==> config.mk <==
export PLATFORM = sky130hd
export DESIGN_NAME = bcd_accum_display
export DESIGN_NICKNAME = d
export VERILOG_FILES = /design/src/rtl/bcd_accum_display.sv
export SDC_FILE = /design/constraint.sdc
export NUM_CORES = 1
export LEC_CHECK = 0
export CORE_MARGIN = 1
export CORE_UTILIZATION = 56
export DETAILED_ROUTE_END_ITERATION = 8
export DONT_BUFFER_PORTS = 1
export GPL_TIMING_DRIVEN = 0
export PLACE_DENSITY_LB_ADDON = 0.08
export REMOVE_ABC_BUFFERS = 1
export SLEW_MARGIN = 5
export SYNTH_ARGS = -nofsm -noshare
export SYNTH_HDL_FRONTEND = slang
export SYNTH_SLANG_ARGS = --single-unit
==> constraint.sdc <==
create_clock -name clk -period 3.5 [get_ports clk]
set_input_delay 0.35 -clock clk [delete_from_list [all_inputs] [get_ports clk]]
set_output_delay 0.35 -clock clk [all_outputs]
set_load 0.005 [all_outputs]
==> src/rtl/bcd_accum_display.sv <==
// bcd_accum_display
//   Decimal accumulator fed by the upstream BCD counter/remap stage, with a
//   time-multiplexed, active-low 7-segment display of the running total.
//
// Parameters:
//   NDIG      number of BCD digits in the accumulator and display (1..4)
//   SCAN_DIV  clock cycles each display digit stays lit (>= 1)
//
// Ports:
//   clk       system clock, everything on posedge
//   rst       synchronous active-high reset
//   in_valid  in_digit is presented this cycle
//   in_digit  BCD digit to add into the accumulator
//   clr       synchronous clear of accumulator and flags
//   acc       packed BCD accumulator, digit k in bits [4k+3:4k], k=0 units
//   ovf       sticky decimal overflow flag
//   err       sticky illegal (non-BCD) input flag
//   an        digit enables, active-low one-hot
//   seg       segments {g,f,e,d,c,b,a}, active-low
module bcd_accum_display #(
  parameter int NDIG     = 2,
  parameter int SCAN_DIV = 4
) (
  input  logic              clk,
  input  logic              rst,
  input  logic              in_valid,
  input  logic [3:0]        in_digit,
  input  logic              clr,
  output logic [4*NDIG-1:0] acc,
  output logic              ovf,
  output logic              err,
  output logic [NDIG-1:0]   an,
  output logic [6:0]        seg
);

  localparam int IDXW = (NDIG > 1) ? $clog2(NDIG) : 1;
  localparam int PW   = (SCAN_DIV > 1) ? $clog2(SCAN_DIV) : 1;

  logic [PW-1:0]     presc;
  logic [PW-1:0]     presc_next;
  logic [IDXW-1:0]   scan_idx;
  logic [IDXW-1:0]   scan_idx_next;
  logic [4*NDIG-1:0] sum_acc;
  logic              sum_carry;
  logic [4:0]        dsum;
  logic [3:0]        shown_digit;
  logic [NDIG-1:0]   an_next;

  // Active-low glyphs; the blank default is unreachable because acc only
  // ever holds legal BCD nibbles.
  function automatic logic [6:0] seg7(input logic [3:0] d);
    case (d)
      4'd0:    seg7 = 7'b1000000;
      4'd1:    seg7 = 7'b1111001;
      4'd2:    seg7 = 7'b0100100;
      4'd3:    seg7 = 7'b0110000;
      4'd4:    seg7 = 7'b0011001;
      4'd5:    seg7 = 7'b0010010;
      4'd6:    seg7 = 7'b0000010;
      4'd7:    seg7 = 7'b1111000;
      4'd8:    seg7 = 7'b0000000;
      4'd9:    seg7 = 7'b0010000;
      default: seg7 = 7'b1111111;
    endcase
  endfunction

  // Ripple decimal add: the incoming digit enters at the units position and
  // each digit that exceeds 9 is folded back by 10 with a carry upward. The
  // carry out of the top digit is the overflow indication.
  always_comb begin
    sum_acc = '0;
    sum_carry = 1'b0;
    dsum = '0;
    for (int k = 0; k < NDIG; k++) begin
      dsum = {1'b0, acc[4*k +: 4]} + {4'b0000, sum_carry};
      if (k == 0) dsum = dsum + {1'b0, in_digit};
      if (dsum > 5'd9) begin
        dsum = dsum - 5'd10;
        sum_carry = 1'b1;
      end else begin
        sum_carry = 1'b0;
      end
      sum_acc[4*k +: 4] = dsum[3:0];
    end
  end

  // Scan sequencing. The display registers are loaded from the *next* scan
  // index so that an, seg and the index all change on the same edge and
  // every slot, including the first after reset, lasts exactly SCAN_DIV.
  always_comb begin
    presc_next = presc + PW'(1);
    scan_idx_next = scan_idx;
    if (presc == PW'(SCAN_DIV - 1)) begin
      presc_next = '0;
      if (scan_idx == IDXW'(NDIG - 1)) scan_idx_next = '0;
      else scan_idx_next = scan_idx + IDXW'(1);
    end
  end

  always_comb begin
    shown_digit = 4'd0;
    an_next = '1;
    for (int k = 0; k < NDIG; k++) begin
      if (scan_idx_next == IDXW'(k)) begin
        shown_digit = acc[4*k +: 4];
        an_next[k] = 1'b0;
      end
    end
  end

  // Accumulator and sticky flags: rst beats clr beats in_valid. An illegal
  // digit only raises err; acc and ovf are left alone.
  always_ff @(posedge clk) begin
    if (rst) begin
      acc <= '0;
      ovf <= 1'b0;
      err <= 1'b0;
    end else if (clr) begin
      acc <= '0;
      ovf <= 1'b0;
      err <= 1'b0;
    end else if (in_valid) begin
      if (in_digit > 4'd9) begin
        err <= 1'b1;
      end else begin
        acc <= sum_acc;
        if (sum_carry) ovf <= 1'b1;
      end
    end
  end

  // Display scan registers; clr deliberately has no effect here.
  always_ff @(posedge clk) begin
    if (rst) begin
      presc <= '0;
      scan_idx <= '0;
      an <= {{(NDIG-1){1'b1}}, 1'b0};
      seg <= 7'b1000000;
    end else begin
      presc <= presc_next;
      scan_idx <= scan_idx_next;
      an <= an_next;
      seg <= seg7(shown_digit);
    end
  end

endmodule

==> reports/metrics.cfg, run 1 <==
[status]
status = completed

[synth]
yosys_warnings = 0
synth_fa_ha_area_share_pct = 15.8
syn_area_mm2 = 0.00132
ys_types = 41
ys_ff_latch = 21
netlist_instances = 150
synthMuxAreaShare_pct = 6.08
synth_top_family_by_area = compound AO/OA/AOI/OAI gates
syn_avg_cell_area_um2 = 8.78
synth-simple-area-share_pct = 18.3
ys_top_cells_by_area = dfxtp_1 32%, ha_1 14%, a21oi_1 4.2%
seq_area_frac_synth_pct = 31.9
synth_xor_xnor_area_share_pct = 5.42
synth.top_cell.area_share_pct = 31.9
yosysTopAreaCell = dfxtp_1
synth_compound_area_share_pct = 18.3

[setup_path]
worst_setup_path_end_kind = flop
crit_arrival_ns = 3.58
worstSetupStartpointType = flop
path_common_cell = ha_1
reg2reg_slack_ns = 0.16
max_stage_delay_ns = 0.39
reg2reg_to = acc[6]$_SDFFE_PP0P_
critPathSlowestCell = dfxtp_2
reg2regPathDepth = 15
critical_path_class = reg2reg
cp.required_ns = 3.74
path_delay_family = adder cells
cp_max_fo = 5
r2r-start = acc[0]$_SDFFE_PP0P_
crit_chain = ha_1 > inv_1 > fa_2 > xor2_2 > ha_1 > a21boi_4 > o31ai_2 > ha_2 > ha_2 > inv_1 > ha_1 > nand2b_1 > a31oi_1 > or3_1 > a31oi_1
timing.critical_path.buf_inv = 2

[timing]
fmaxAchievable_mhz = 300
tightest_slew_ns = 0.541
fin_setup_tns_ns = 0
finalCritPeriodShare_pct = 95.3
post-route-min-period_ns = 3.34
setup_violations = 0
slew_viol_final = 0
finClkSkew_ns = 0.00468
hold_viol = 0
slew_headroom_pct = 62.9

[cts]
cts.htree.levels = 1
clockBufferDepth = 2
worstSkewPairLatency_ns = 0.31
clock_sinks = 21
holdBufCountCts = 0
clock-root-buffer = clkbuf_4
cts_tree = built
cts_inserted_buffers = 3
post_cts_buffers = 0
clk_pin_slew_ns = 0.12

[detailed_routing]
num_vias = 1061
routed.top_layer = met4
wl_met3_um = 78
dr.pass1.iters = 4
finalWirelength_um = 2640
wl_met1_um = 1220
drc = 0
wl_per_cell_um = 15.0
antenna_left = 0
viasPerCell = 6.03
drt_first_iter_violations = 16
wl_met2_um = 1320

[power]
pwr-share-seq_pct = 53.5
pwr-share-clk_pct = 24.6
power.density_mw_per_mm2 = 352
p_switching_w = 0.000147
comb_power_share_pct = 21.9
switching_share_pct = 30.2
p_leak_nw = 0.566
internal_power_w = 0.000340
vdd_drop_max_v = 0.000208

[grt]
grt_max_degree = 13
overflow = 0
antenna_found_initial = 0
grt_usage_pct = 22.9
grt_pass1_vias = 1037
grt_first_pass_wirelength_um = 4420

[layout]
stdcell_count = 176
drive_above_1_share_pct = 12.8
nFillCells = 210
n_antenna_cell = 0
syn_to_final_growth_pct = 5.23
nets = 173

[die]
placementRows = 17
fp.dieH_um = 50.5
core_mm2 = 0.00221
io_pins = 27
start_util_pct = 59.5
die_w_um = 50.5
die_area_mm2 = 0.00255

[placed_design]
dp.cells = 172
routabilityCongestion = 0.891
dp_hpwl_um = 1990
port_buffers = 0

[hold_path]
hp-start = rst
hold_end = seg[4]$_SDFF_PP0_
hold_path_class = in2reg
hold_depth = 1

[run]
cap_violations = 0

-- worst max-delay path by stage --
stage	start	end	slack (ns)	cells past startpoint
detailed placement	acc[0]$_SDFFE_PP0P_	acc[6]$_SDFFE_PP0P_	-0.29	15
finish	acc[0]$_SDFFE_PP0P_	acc[6]$_SDFFE_PP0P_	0.16	15
floorplan	acc[0]$_SDFFE_PP0P_	acc[6]$_SDFFE_PP0P_	0.16	15
global route	acc[0]$_SDFFE_PP0P_	acc[5]$_SDFFE_PP0P_	-0.02	15
CTS	acc[0]$_SDFFE_PP0P_	acc[6]$_SDFFE_PP0P_	0.03	15
global placement	acc[0]$_SDFFE_PP0P_	acc[5]$_SDFFE_PP0P_	-0.16	15
-- cell usage after synthesis, drive strengths merged --
cell,instances
or4,2
xnor2,3
o21a,2
clkbuf,5
a21oi,11
buf,1
mux2,2
xor2,3
a21boi,2
a21o,2
a211oi,1
o31ai,1
or2,3
nand2b,2
nand3,5
and3,2
o21bai,1
nor2b,3
nand2,11
a31oi,5
and2,3
fa,1
a2bb2oi,1
inv,8
o21ai,8
or3,1
ha,15
o211ai,1
o22ai,1
o2bb2ai,1
nor3,3
nor3b,2
mux2i,5
nor2,11
a221oi,1
dfxtp,21
-- cells by family after synthesis --
logic type / count (synthesis)
simple gates: 48
xor+xnor: 6
fa+ha+maj: 16
buf+inv: 14
mux: 7
flops: 21
compound gates: 38
-- state kept, by name (all words and copies together) (netlist names) --
register	count
acc	8
seg	7
an	2
presc	2
err	1
ovf	1
-- power by group through the flow --
stage | clock, W | combinational (W) | sequential (W)
detailed placement | 0 | 0.0000972 | 0.000266
floorplan | 0 | 0.0000795 | 0.000264
CTS | 0.000119 | 0.000101 | 0.000261
global route | 0.000131 | 0.000120 | 0.000263
finish | 0.000120 | 0.000107 | 0.000261
global placement | 0 | 0.0000932 | 0.000266
-- area by class of cell --
type	instances	area [um^2]	area share, %
Clock buffer	3	22.5	1.63
Clock inverter	1	5.00	0.361
Inverter	8	30.0	2.17
Multi-Input combinational cell	115	871	62.9
Sequential cell	21	422	30.4
Tap cell	28	35.0	2.53
-- repair_timing --
item	CTS	global route
cloned	0	0
endpoints found under the setup margin	4	3
pin swaps	0	0
resized for setup	4	5
-- layout by cell type, fill, tap and decap left out, drive strengths merged --
cell     instances
nor3             3
o22ai            1
a2bb2oi          1
a211oi           1
nor3b            2
a21boi           2
xnor2            3
xor2             3
or2              3
a21o             2
o211ai           1
a221oi           1
mux2i            5
o2bb2ai          1
and3             2
dfxtp           21
nand3            5
o21ai            8
or4              2
clkbuf           3
a31oi            5
ha              15
o21a             2
mux2             2
nor2b            3
fa               1
nand2           11
and2             3
or3              1
o31ai            1
a21oi           11
o21bai           1
nor2            11
nand2b           2
inv              8
clkinv           1
-- routing by layer --
layer  GRT usage, %  vias up
li1               -      528
met1           27.0      512
met2           40.2       19
met3           5.76        2
met4           6.94        0
met5              0        -
-- through the flow --
step	setup slack [ns]	instance area, um^2	utilization, %	hold WS, ns	power (W)
4_1_cts	0.0253	1370	61.7	0.0866	0.000480
5_1_grt	-0.0183	1390	62.6	0.0748	0.000513
2_1_floorplan	0.158	1290	-	0.400	0.000344
3_3_place_gp	-0.165	1330	59.9	0.409	0.000359
3_5_place_dp	-0.289	1330	59.9	0.414	0.000364
6_report	0.163	1390	62.6	0.0867	0.000488
Note: power is estimated with default switching activity, not from simulation.
==> run 2: changes to the inputs <==
--- a/config.mk
+++ b/config.mk
@@ -7,6 +7,7 @@
 export LEC_CHECK = 0
 export CORE_MARGIN = 1
 export CORE_UTILIZATION = 56
+export CTS_BUF_LIST = sky130_fd_sc_hd__clkbuf_8 sky130_fd_sc_hd__clkbuf_16
 export DETAILED_ROUTE_END_ITERATION = 8
 export DONT_BUFFER_PORTS = 1
 export GPL_TIMING_DRIVEN = 0
==> run 2 against run 1 <==
Net effect:
- via count down 0.66%
- sequential power about the same
- die area unchanged
- final cell count unchanged
- combinational power about the same
- global-route usage about the same
- first-iteration DRC count down 6.3%
- power up 8.0%
- sequential share of layout area down 0.41 points
- utilization up 0.85 points
- register-to-register slack about the same
==> reports/metrics.cfg, run 2 (synthesis gave the netlist of run 1 again) <==
[setup_path]
worst_setup_path_end_kind = flop
crit_chain = ha_1 > inv_1 > fa_2 > xor2_2 > ha_1 > a21boi_4 > o31ai_2 > ha_2 > ha_2 > xnor2_1 > ha_1 > nand2b_1 > a31oi_1 > or3_1 > a31oi_1
cp.required_ns = 3.68
critPathSlowestCell = dfxtp_2
reg2reg_to = acc[6]$_SDFFE_PP0P_
r2r-start = acc[0]$_SDFFE_PP0P_
timing.critical_path.buf_inv = 1
reg2reg_slack_ns = 0.17
path_delay_family = adder cells
worstSetupStartpointType = flop
cp_max_fo = 5
crit_arrival_ns = 3.51
critical_path_class = reg2reg
max_stage_delay_ns = 0.38
path_common_cell = ha_1
reg2regPathDepth = 15

[cts]
clock-root-buffer = clkbuf_8
clock_sinks = 21
clk_pin_slew_ns = 0.08
cts.htree.levels = 1
cts_inserted_buffers = 3
clockBufferDepth = 2
cts_tree = built
worstSkewPairLatency_ns = 0.26

[layout]
drive_above_1_share_pct = 12.8
largest_reg_flops = 8
final_cell_mix = 20 x dfxtp_1, 13 x ha_1, 11 x a21oi_1, 11 x nor2_1, 11 x nand2_1
final_common_cell = dfxtp_1
syn_to_final_growth_pct = 6.65
n_antenna_cell = 0
nets = 173
regMostFlops = acc
reg_top3 = acc (8), seg (7)
final_core_util_pct = 63.5
nFillCells = 207

[power]
pwr-share-clk_pct = 30.2
power.density_mw_per_mm2 = 375
p_leak_nw = 0.574
internal_power_w = 0.000377
switching_share_pct = 28.5
vdd_drop_max_v = 0.000291
p_switching_w = 0.000150
pwr-share-seq_pct = 49.4
comb_power_share_pct = 20.3
total_power_w = 0.000527

[placed_design]
routabilityCongestion = 0.891
port_buffers = 0
dp_hpwl_um = 1990

[die]
io_pins = 27
die_w_um = 50.5
die_area_mm2 = 0.00255
start_util_pct = 59.5
fp.dieH_um = 50.5
core_mm2 = 0.00221
placementRows = 17

[timing]
slew_headroom_pct = 62.8
fin_setup_tns_ns = 0
finClkSkew_ns = 0.00656
slew_viol_final = 0
hold_ws_ns = 0.144
hold_viol = 0
finalCritPeriodShare_pct = 95.2
tightest_slew_ns = 0.542
setup_violations = 0
fmaxAchievable_mhz = 300
post-route-min-period_ns = 3.33

[detailed_routing]
antenna_left = 0
wl_per_cell_um = 15.1
viasPerCell = 5.99
dr.pass1.iters = 4
drc = 0
drt_first_iter_violations = 15
num_vias = 1054
finalWirelength_um = 2650

[hold_path]
hold_depth = 1
hold_end = seg[4]$_SDFF_PP0_
hold_path_class = in2reg
hp-start = rst

[status]
status = completed

[grt]
grt_first_pass_wirelength_um = 4470
grt_usage_pct = 22.9
grt_max_degree = 13
antenna_found_initial = 0
grt_pass1_vias = 1033
overflow = 0

[run]
cap_violations = 0

[run 2: worst reg2reg max path, delay by kind of cell (launching register included)]
kind                       cells  cell delay [ns]
AOI/OAI and AO/OA              4             0.65
xor gates and xnor gates       2             0.27
buffers and inverters          1             0.06
adders and majority gates      6             1.47
DFF                            1             0.38
and+or+nand+nor                2             0.43
[run 2: power groups by stage]
stage	registers, W	clock network, W	logic [W]
after floorplan	0.000264	0	0.0000795
after global placement	0.000266	0	0.0000932
after detailed placement	0.000266	0	0.0000972
after CTS	0.000261	0.000161	0.000101
after global routing	0.000262	0.000173	0.000120
final	0.000261	0.000159	0.000107
[run 2: what timing repair did]
item	4_1_cts	5_1_grt
hold buffers	0	0
pin swaps	0	0
resized for setup	4	5
buffers inserted	0	0
setup endpoints to repair	4	3
[run 2: through the flow]
step,std cells,area [um^2],setup WS (ns)
finish,176,1400,0.168
global route,176,1400,-0.0119
CTS,176,1380,0.0307
detailed placement,172,1330,-0.289
global placement,172,1330,-0.165
floorplan,144,1290,0.158
[run 2: cell type report]
class	instances	area (um^2)	area share, %
Sequential cell	21	422	30.0
Clock inverter	1	5.00	0.357
Tap cell	28	35.0	2.50
Multi-Input combinational cell	115	871	62.0
Clock buffer	3	41.3	2.94
Inverter	8	30.0	2.14
[run 2: worst max-delay path by stage]
stage | slack, ns | endpoint | cells after the start | start
5_1_grt | -0.01 | acc[5]$_SDFFE_PP0P_ | 15 | acc[0]$_SDFFE_PP0P_
6_report | 0.17 | acc[6]$_SDFFE_PP0P_ | 15 | acc[0]$_SDFFE_PP0P_
2_1_floorplan | 0.16 | acc[6]$_SDFFE_PP0P_ | 15 | acc[0]$_SDFFE_PP0P_
4_1_cts | 0.03 | acc[6]$_SDFFE_PP0P_ | 15 | acc[0]$_SDFFE_PP0P_
3_5_place_dp | -0.29 | acc[6]$_SDFFE_PP0P_ | 15 | acc[0]$_SDFFE_PP0P_
3_3_place_gp | -0.16 | acc[5]$_SDFFE_PP0P_ | 15 | acc[0]$_SDFFE_PP0P_
[run 2: per-layer routing]
layer | track usage (%) | part of all wire, % | vias up
met1 | 27.5 | 47 | 510
met5 | 0 | 0 | -
met2 | 40.7 | 50 | 18
met4 | 5.09 | 0.60 | 0
li1 | - | - | 524
met3 | 5.76 | 2.3 | 2
==> run 3: changes to the inputs <==
--- a/config.mk
+++ b/config.mk
@@ -5,6 +5,7 @@
 export SDC_FILE = /design/constraint.sdc
 export NUM_CORES = 1
 export LEC_CHECK = 0
+export CAP_MARGIN = 30
 export CORE_MARGIN = 1
 export CORE_UTILIZATION = 56
 export CTS_BUF_LIST = sky130_fd_sc_hd__clkbuf_8 sky130_fd_sc_hd__clkbuf_16
@@ -13,6 +14,7 @@
 export GPL_TIMING_DRIVEN = 0
 export PLACE_DENSITY_LB_ADDON = 0.08
 export REMOVE_ABC_BUFFERS = 1
+export SETUP_SLACK_MARGIN = 0.05
 export SLEW_MARGIN = 5
 export SYNTH_ARGS = -nofsm -noshare
 export SYNTH_HDL_FRONTEND = slang
==> run 3 against run 2 <==
Net effect:
- sequential power about the same
- register-to-register slack improved by 0.04 ns
- setup slack improved by 0.039 ns
- final cell count unchanged
- critical path depth unchanged
- routed wire length unchanged
- combinational power about the same
- final area increased by 0.62%
- clock skew decreased by 0.00058 ns
- largest cell class unchanged
==> reports/metrics.cfg, run 3 (synthesis gave the netlist of run 1 again) <==
[status]
status = completed

[detailed_routing]
wl_met3_um = 78
viasPerCell = 6.02
wl_met1_um = 1220
drt_first_iter_violations = 15
drc = 0
routed.top_layer = met4
dr.pass1.iters = 4
antenna_left = 0
finalWirelength_um = 2650
num_vias = 1059
wl_met2_um = 1340
wl_per_cell_um = 15.1

[power]
p_switching_w = 0.000151
comb_power_share_pct = 20.4
pwr-share-seq_pct = 49.3
pwr-share-clk_pct = 30.3
internal_power_w = 0.000377
p_leak_nw = 0.573
vdd_drop_max_v = 0.000292
power.density_mw_per_mm2 = 374
switching_share_pct = 28.6

[layout]
syn_to_final_growth_pct = 7.32
nets = 173
regMostFlops = acc
nFillCells = 210
reg_top3 = acc (8), seg (7)
drive_above_1_share_pct = 14.2
largest_reg_flops = 8
multi_input_area_um2 = 880
final_common_cell = dfxtp_1
n_antenna_cell = 0
seq_area_um2 = 422
final_cell_mix = 20 x dfxtp_1, 12 x ha_1, 11 x a21oi_1, 11 x nor2_1, 11 x nand2_1

[cts]
clk_pin_slew_ns = 0.08
clock-root-buffer = clkbuf_8
cts_tree = built
clock_sinks = 21
cts_inserted_buffers = 3
post_cts_buffers = 0
worstSkewPairLatency_ns = 0.26
holdBufCountCts = 0
cts.htree.levels = 1
clockBufferDepth = 2

[setup_path]
path_delay_family = adder cells
critical_path_class = reg2reg
cp.required_ns = 3.69
crit_chain = ha_1 > inv_1 > fa_2 > xor2_2 > ha_1 > a21boi_4 > o31ai_2 > ha_2 > ha_2 > inv_1 > ha_2 > nand2b_1 > a31oi_2 > or3_1 > a31oi_1
worst_setup_path_end_kind = flop
timing.critical_path.buf_inv = 2
critPathSlowestCell = dfxtp_2
path_common_cell = ha_2
max_stage_delay_ns = 0.38
cp_max_fo = 5
worstSetupStartpointType = flop
crit_arrival_ns = 3.48

[timing]
slew_headroom_pct = 63.0
fmaxAchievable_mhz = 304
finalCritPeriodShare_pct = 94.1
hold_ws_ns = 0.143
post-route-min-period_ns = 3.29
slew_viol_final = 0
setup_ws_ns = 0.207
setup_violations = 0
rsz0062_at_grt = no
hold_viol = 0
finClkSkew_ns = 0.00598
tightest_slew_ns = 0.540

[die]
core_mm2 = 0.00221
die_w_um = 50.5
die_area_mm2 = 0.00255
io_pins = 27
fp.dieH_um = 50.5
placementRows = 17
start_util_pct = 59.5

[grt]
grt_first_pass_wirelength_um = 4510
grt_usage_pct = 23.0
overflow = 0
grt_pass1_vias = 1040
antenna_found_initial = 0
grt_max_degree = 13

[placed_design]
pre_cts_ws_ns = -0.289
port_buffers = 0
routabilityCongestion = 0.891
dp_hpwl_um = 1990

[hold_path]
hold_path_class = in2reg

[run]
cap_violations = 0

run 3: worst reg2reg max path, cell delays in order (launching register included):
cell and delay, ns:
dfxtp_2 0.38, ha_1 0.18, inv_1 0.06, fa_2 0.37, xor2_2 0.22, ha_1 0.23
a21boi_4 0.25, o31ai_2 0.09, ha_2 0.21, ha_2 0.34, inv_1 0.06, ha_2 0.18
nand2b_1 0.10, a31oi_2 0.11, or3_1 0.32, a31oi_1 0.13
run 3: path summary, 6_finish.rpt:
check | to | cells after the start | from | slack, ns
max | acc[6]$_SDFFE_PP0P_ | 15 | acc[0]$_SDFFE_PP0P_ | 0.21
min | seg[4]$_SDFF_PP0_ | 1 | rst | 0.14
max reg2reg | acc[6]$_SDFFE_PP0P_ | 15 | acc[0]$_SDFFE_PP0P_ | 0.21
min reg2reg | presc[0]$_SDFF_PP0_ | 1 | presc[0]$_SDFF_PP0_ | 0.42
run 3: area by class of cell:
| class | count | area share (%) |
|---|---|---|
| clock inverters | 1 | 0.354 |
| flip-flops and latches | 21 | 29.8 |
| clock buffers | 3 | 2.92 |
| multi-input cells | 115 | 62.3 |
| inverters | 8 | 2.13 |
| well taps | 28 | 2.48 |
run 3: through the flow:
step	cell area, um^2	utilization, %	power [W]	TNS, ns	instances
floorplan	1290	-	0.000344	0	144
finish	1410	63.9	0.000528	0	176
global route	1410	63.9	0.000556	0	176
CTS	1390	62.7	0.000522	0	176
global placement	1330	59.9	0.000359	-0.465	172
detailed placement	1330	59.9	0.000364	-0.834	172
run 3: repair_timing:
| action | in CTS | in global routing |
|---|---|---|
| setup endpoints to repair | 4 | 3 |
| cloned | 0 | 0 |
| pin swaps | 0 | 0 |
| resized for setup | 5 | 6 |
run 3: power by group through the flow:
stage	registers, W	clock network [W]	logic [W]
finish	0.000261	0.000160	0.000108
global route	0.000262	0.000173	0.000121
CTS	0.000261	0.000161	0.000101
detailed placement	0.000266	0	0.0000972
global placement	0.000266	0	0.0000932
floorplan	0.000264	0	0.0000795
run 3: routing by layer:
layer  vias up  GRT usage, %
met5         -             0
met4         0          5.09
met3         2          5.76
met2        25          41.1
met1       507          27.5
li1        525             -
==> variant 1 (settings of run 2) <==
Register the output `seg` once more, with the module's reset; this adds one clock of latency there. The other outputs are not delayed to match.
--- a/src/rtl/bcd_accum_display.sv
+++ b/src/rtl/bcd_accum_display.sv
@@ -35,6 +35,8 @@
 
   localparam int IDXW = (NDIG > 1) ? $clog2(NDIG) : 1;
   localparam int PW   = (SCAN_DIV > 1) ? $clog2(SCAN_DIV) : 1;
+
+  logic [6:0] seg_s0;
 
   logic [PW-1:0]     presc;
   logic [PW-1:0]     presc_next;
@@ -135,12 +137,20 @@
       presc <= '0;
       scan_idx <= '0;
       an <= {{(NDIG-1){1'b1}}, 1'b0};
-      seg <= 7'b1000000;
+      seg_s0 <= 7'b1000000;
     end else begin
       presc <= presc_next;
       scan_idx <= scan_idx_next;
       an <= an_next;
-      seg <= seg7(shown_digit);
+      seg_s0 <= seg7(shown_digit);
+    end
+  end
+
+  always_ff @(posedge clk) begin
+    if (rst) begin
+      seg <= '0;
+    end else begin
+      seg <= seg_s0;
     end
   end
 
Check against the original RTL: not equivalent (Yosys sat finds a counterexample within 4 cycles, from zero or initial values and one cycle with rst high).
==> variant 1 against run 2 <==
Sequential cell count is 7 higher; wire length is 7.5% higher; critical path type unchanged; final area is 20% higher; clock skew is 0.0023 ns lower; largest power group unchanged; critical endpoint is now ovf; setup slack worse by 0.044 ns; area after synthesis is 14% higher; power is 36% higher.
==> variant 1: results (changes against run 2) <==
stage;metric;value;unit;change
setup_path;Max stage delay on crit path;0.41;ns;+0.03 ns
cells_and_area;Largest regs;acc (8), seg (7), seg_s0 (7);;
synth;post-synthesis cell count;164;;+9.3%
placed_design;RD Place Congestion;0.882;;-0.93%
detailed_routing;DRT Wirelength;2850;µm;+7.5%
pwr;Leak;0.681;nW;+19%
placed_design;pre-CTS WS;-0.342;ns;-0.0528 ns
setup_path;arrival time at the worst endpoint;3.55;ns;+0.04 ns
cells_and_area;fillers;203;;-1.9%
synth;post-synth cell types;42;;+2.4%
global_routing;Overall Global Routing Usage;21.5;%;-1.4 points
global_routing;largest net degree at the start of global routing;19;;+6
detailed_routing;drt first-iter violations;19;;+4
setup_path;CP top delay family;adder cells;;
cells_and_area;share of cells above drive strength 1;16.4;%;+3.5 points
timing;slew at the pin closest to its max-slew limit;0.583;ns;+0.0410 ns
timing;clock skew;0.00428;ns;-0.00228 ns
cells_and_area;Core Util, Final;67.4;%;+3.9 points
placed_design;Final HPWL DP;2040;µm;+2.6%
clock_tree;hold_buf cts;0;;unchanged
synth;register area share after synthesis;37.4;%;+5.4 points
cells_and_area;final layout net count;190;;+9.8%
pwr;maximum vdd drop;0.317;mV;+8.7%
placed_design;Placement Cell Area;1510;µm²;+14%
status;outcome;finished clean;;
cells_and_area;final cell count without fillers;195;;+11%
global_routing;first-pass GRT wire length;4510;µm;+0.76%
setup_path;CP max-delay cell;fa_2;;
variant 1: cell count changes after synthesis, sizes merged:
| cell | change |
|---|---|
| nor3b | -1 |
| a21oi | +1 |
| nor2b | +6 |
| dfxtp | +7 |
| nand4b | +1 |
| nand2 | -1 |
| clkbuf | +1 |
variant 1: final timing paths:
path / startpoint / endpoint / slack, ns / cells past startpoint
hold / removal: rst / seg_s0[2] / 0.13 / 1
setup reg to reg: acc[0] / ovf / 0.12 / 15
setup / recovery: acc[0] / ovf / 0.12 / 15
hold reg to reg: presc[0] / presc[0] / 0.43 / 1
variant 1: timing repair:
action	in CTS	in global routing
endpoints found under the setup margin	4	3
buffers inserted	0	4
gates resized for setup	5	11
pin swaps	0	5
variant 1: kinds of logic after synthesis:
family	Yosys count	share of synthesized area, %
flip-flops	28	37.4
multiplexers	7	5.34
XOR/XNOR	6	4.75
AO/OA/AOI/OAI	39	16.3
adder cells (fa/ha/maj)	16	13.8
buffers and inverters	15	4.00
AND/OR/NAND/NOR	53	18.3
variant 1: layout make-up:
class                           instances  area share [%]
Multi-Input combinational cell        121            56.5
Clock buffer                            3            2.45
Inverter                                8            1.78
Tap cell                               30            2.23
Sequential cell                        28            33.5
Timing Repair Buffer                    4            1.78
Clock inverter                          1            1.78
variant 1: power by group:
part	switching, mW	leakage, nW	internal [mW]	total [mW]
combinational	0.0664	0.417	0.0569	0.123
sequential	0.00971	0.229	0.333	0.343
clock	0.0982	0.0357	0.153	0.251
variant 1: metal layers:
| metal | vias up | routed length [µm] | global-route usage (%) |
|---|---|---|---|
| li1 | 571 | - | - |
| met1 | 548 | 1230 | 26.2 |
| met2 | 31 | 1460 | 36.8 |
| met3 | 5 | 119 | 4.24 |
| met4 | 0 | 34 | 8.33 |
| met5 | - | 0 | 0 |
==> variant 2 (settings of run 2) <==
Made on the original files. Change the parameter `SCAN_DIV` from 4 to 16.
--- a/src/rtl/bcd_accum_display.sv
+++ b/src/rtl/bcd_accum_display.sv
@@ -19,7 +19,7 @@
 //   seg       segments {g,f,e,d,c,b,a}, active-low
 module bcd_accum_display #(
   parameter int NDIG     = 2,
-  parameter int SCAN_DIV = 4
+  parameter int SCAN_DIV = 16
 ) (
   input  logic              clk,
   input  logic              rst,
Behaviour: not the same (Yosys sat finds a counterexample within 10 cycles, from zero or initial values and one cycle with rst high).
==> variant 2 against run 2 <==
Global-route usage is 0.46 points higher; combinational power down 6%; clock skew about the same; critical path depth is the same; area after synthesis grew 12%; largest power group unchanged; wire length increased by 12%; die area up 11%; power grew 2.9%; worst hold slack improved by 0.0067 ns; setup slack improved by 0.048 ns; final area is 14% higher; sequential cell count up 2; cell count increased by 13%; count of clock-buffer cells in the layout is the same.
==> variant 2: results (changes against run 2) <==
stage;metric;value;unit;change
detailed_routing;DRT Wirelength;2980;µm;+12%
cells_and_area;share of cells above drive strength 1;14.8;%;+2.0 points
global_routing;grt met1 use;29.1;%;+1.6 points
global_routing;largest net degree at the start of global routing;15;;+2
placed_design;RD Place Congestion;0.829;;-6.9%
synth;post-synth cell types;49;;+20%
timing;clock skew;0.00637;ns;-0.000192 ns
placed_design;Inst Count DP;194;;+13%
synth;Ys Warns;0;;unchanged
cells_and_area;final layout net count;194;;+12%
synth;post-synthesis cell count;172;;+15%
worst_hold_path;worst hold path depth;1;;unchanged
placed_design;Placement Cell Area;1470;µm²;+11%
timing;slew at the pin closest to its max-slew limit;0.794;ns;+0.252 ns
detailed_routing;metal3 WL;104;µm;+68%
synth;register area share after synthesis;31.4;%;-0.57 points
global_routing;met2 usage;41.1;%;+0.47 points
cells_and_area;Largest regs;acc (8), seg (7), presc (4);;
setup_path;Reg2Reg Depth;15;;unchanged
global_routing;M3 GR Usage;4.02;%;-1.7 points
setup_path;arrival time at the worst endpoint;3.48;ns;-0.03 ns
status;outcome;finished clean;;
detailed_routing;DR WL met2;1560;µm;+17%
detailed_routing;drt first-iter violations;20;;+5
detailed_routing;routed vias/inst;6.07;;+1.4%
global_routing;Overall Global Routing Usage;23.4;%;+0.46 points
synth;Synth area leaders;dfxtp_1 31%, ha_1 13%, a21oi_1 4.1%;;
detailed_routing;max layer used;met4;;
placed_design;pre-CTS WS;-0.336;ns;-0.0461 ns
synth;commonest cells in the netlist;23 x dfxtp_1, 16 x nor2_1, 15 x ha_1;;
pwr;Leak;0.637;nW;+11%
global_routing;first-pass GRT wire length;4850;µm;+8.5%
pwr;maximum vdd drop;0.254;mV;-13%
detailed_routing;DR WL/cell;15.0;µm;-0.56%
detailed_routing;M1 WL;1300;µm;+5.3%
[variant 2: critical path, cell delays in order, from the launching register on]
cell	delay (ns)
dfxtp_2	0.38
ha_2	0.19
inv_1	0.05
fa_2	0.38
xor2_4	0.18
ha_1	0.24
a21boi_4	0.22
o31ai_2	0.10
ha_2	0.24
ha_4	0.18
xnor2_2	0.14
ha_2	0.22
nand2b_1	0.13
a31oi_2	0.12
or3_1	0.32
a31oi_1	0.12
[variant 2: path summary, 6_finish.rpt]
kind         slack, ns        to
min               0.15  presc[2]
min reg2reg       0.49  presc[3]
max               0.22    acc[6]
max reg2reg       0.22    acc[6]
[variant 2: cell families (layout without fill, tap and decap cells)]
group           count (synthesis)  after routing  share of synthesized area (%)
flops                          23             23                           31.4
compound gates                 41             41                           18.5
xor+xnor                        8              8                           5.29
simple gates                   57             57                           20.4
mux                             5              5                           4.26
buf+inv                        22             19                           6.05
fa+ha+maj                      16             16                           14.2
[variant 2: what timing repair did]
action,4_1_cts,5_1_grt
endpoints found under the setup margin,4,4
pin swaps,1,3
setup buffers,1,0
hold buffers,0,0
gates resized for setup,6,11
[variant 2: layout make-up]
cell class              instances  area [µm²]
clock buffers                   3        41.3
inverters                      14        52.6
repair buffers                  1        7.51
clock inverters                 1        3.75
fillers                       228         880
flip-flops and latches         23         463
well taps                      30        37.5
multi-input cells             127         992
[variant 2: power by group]
part / internal, mW / total [mW] / switching [mW]
Clock: 0.0781 / 0.159 / 0.0810
Sequential: 0.271 / 0.282 / 0.0108
Combinational: 0.0452 / 0.101 / 0.0556
Total: 0.395 / 0.542 / 0.147
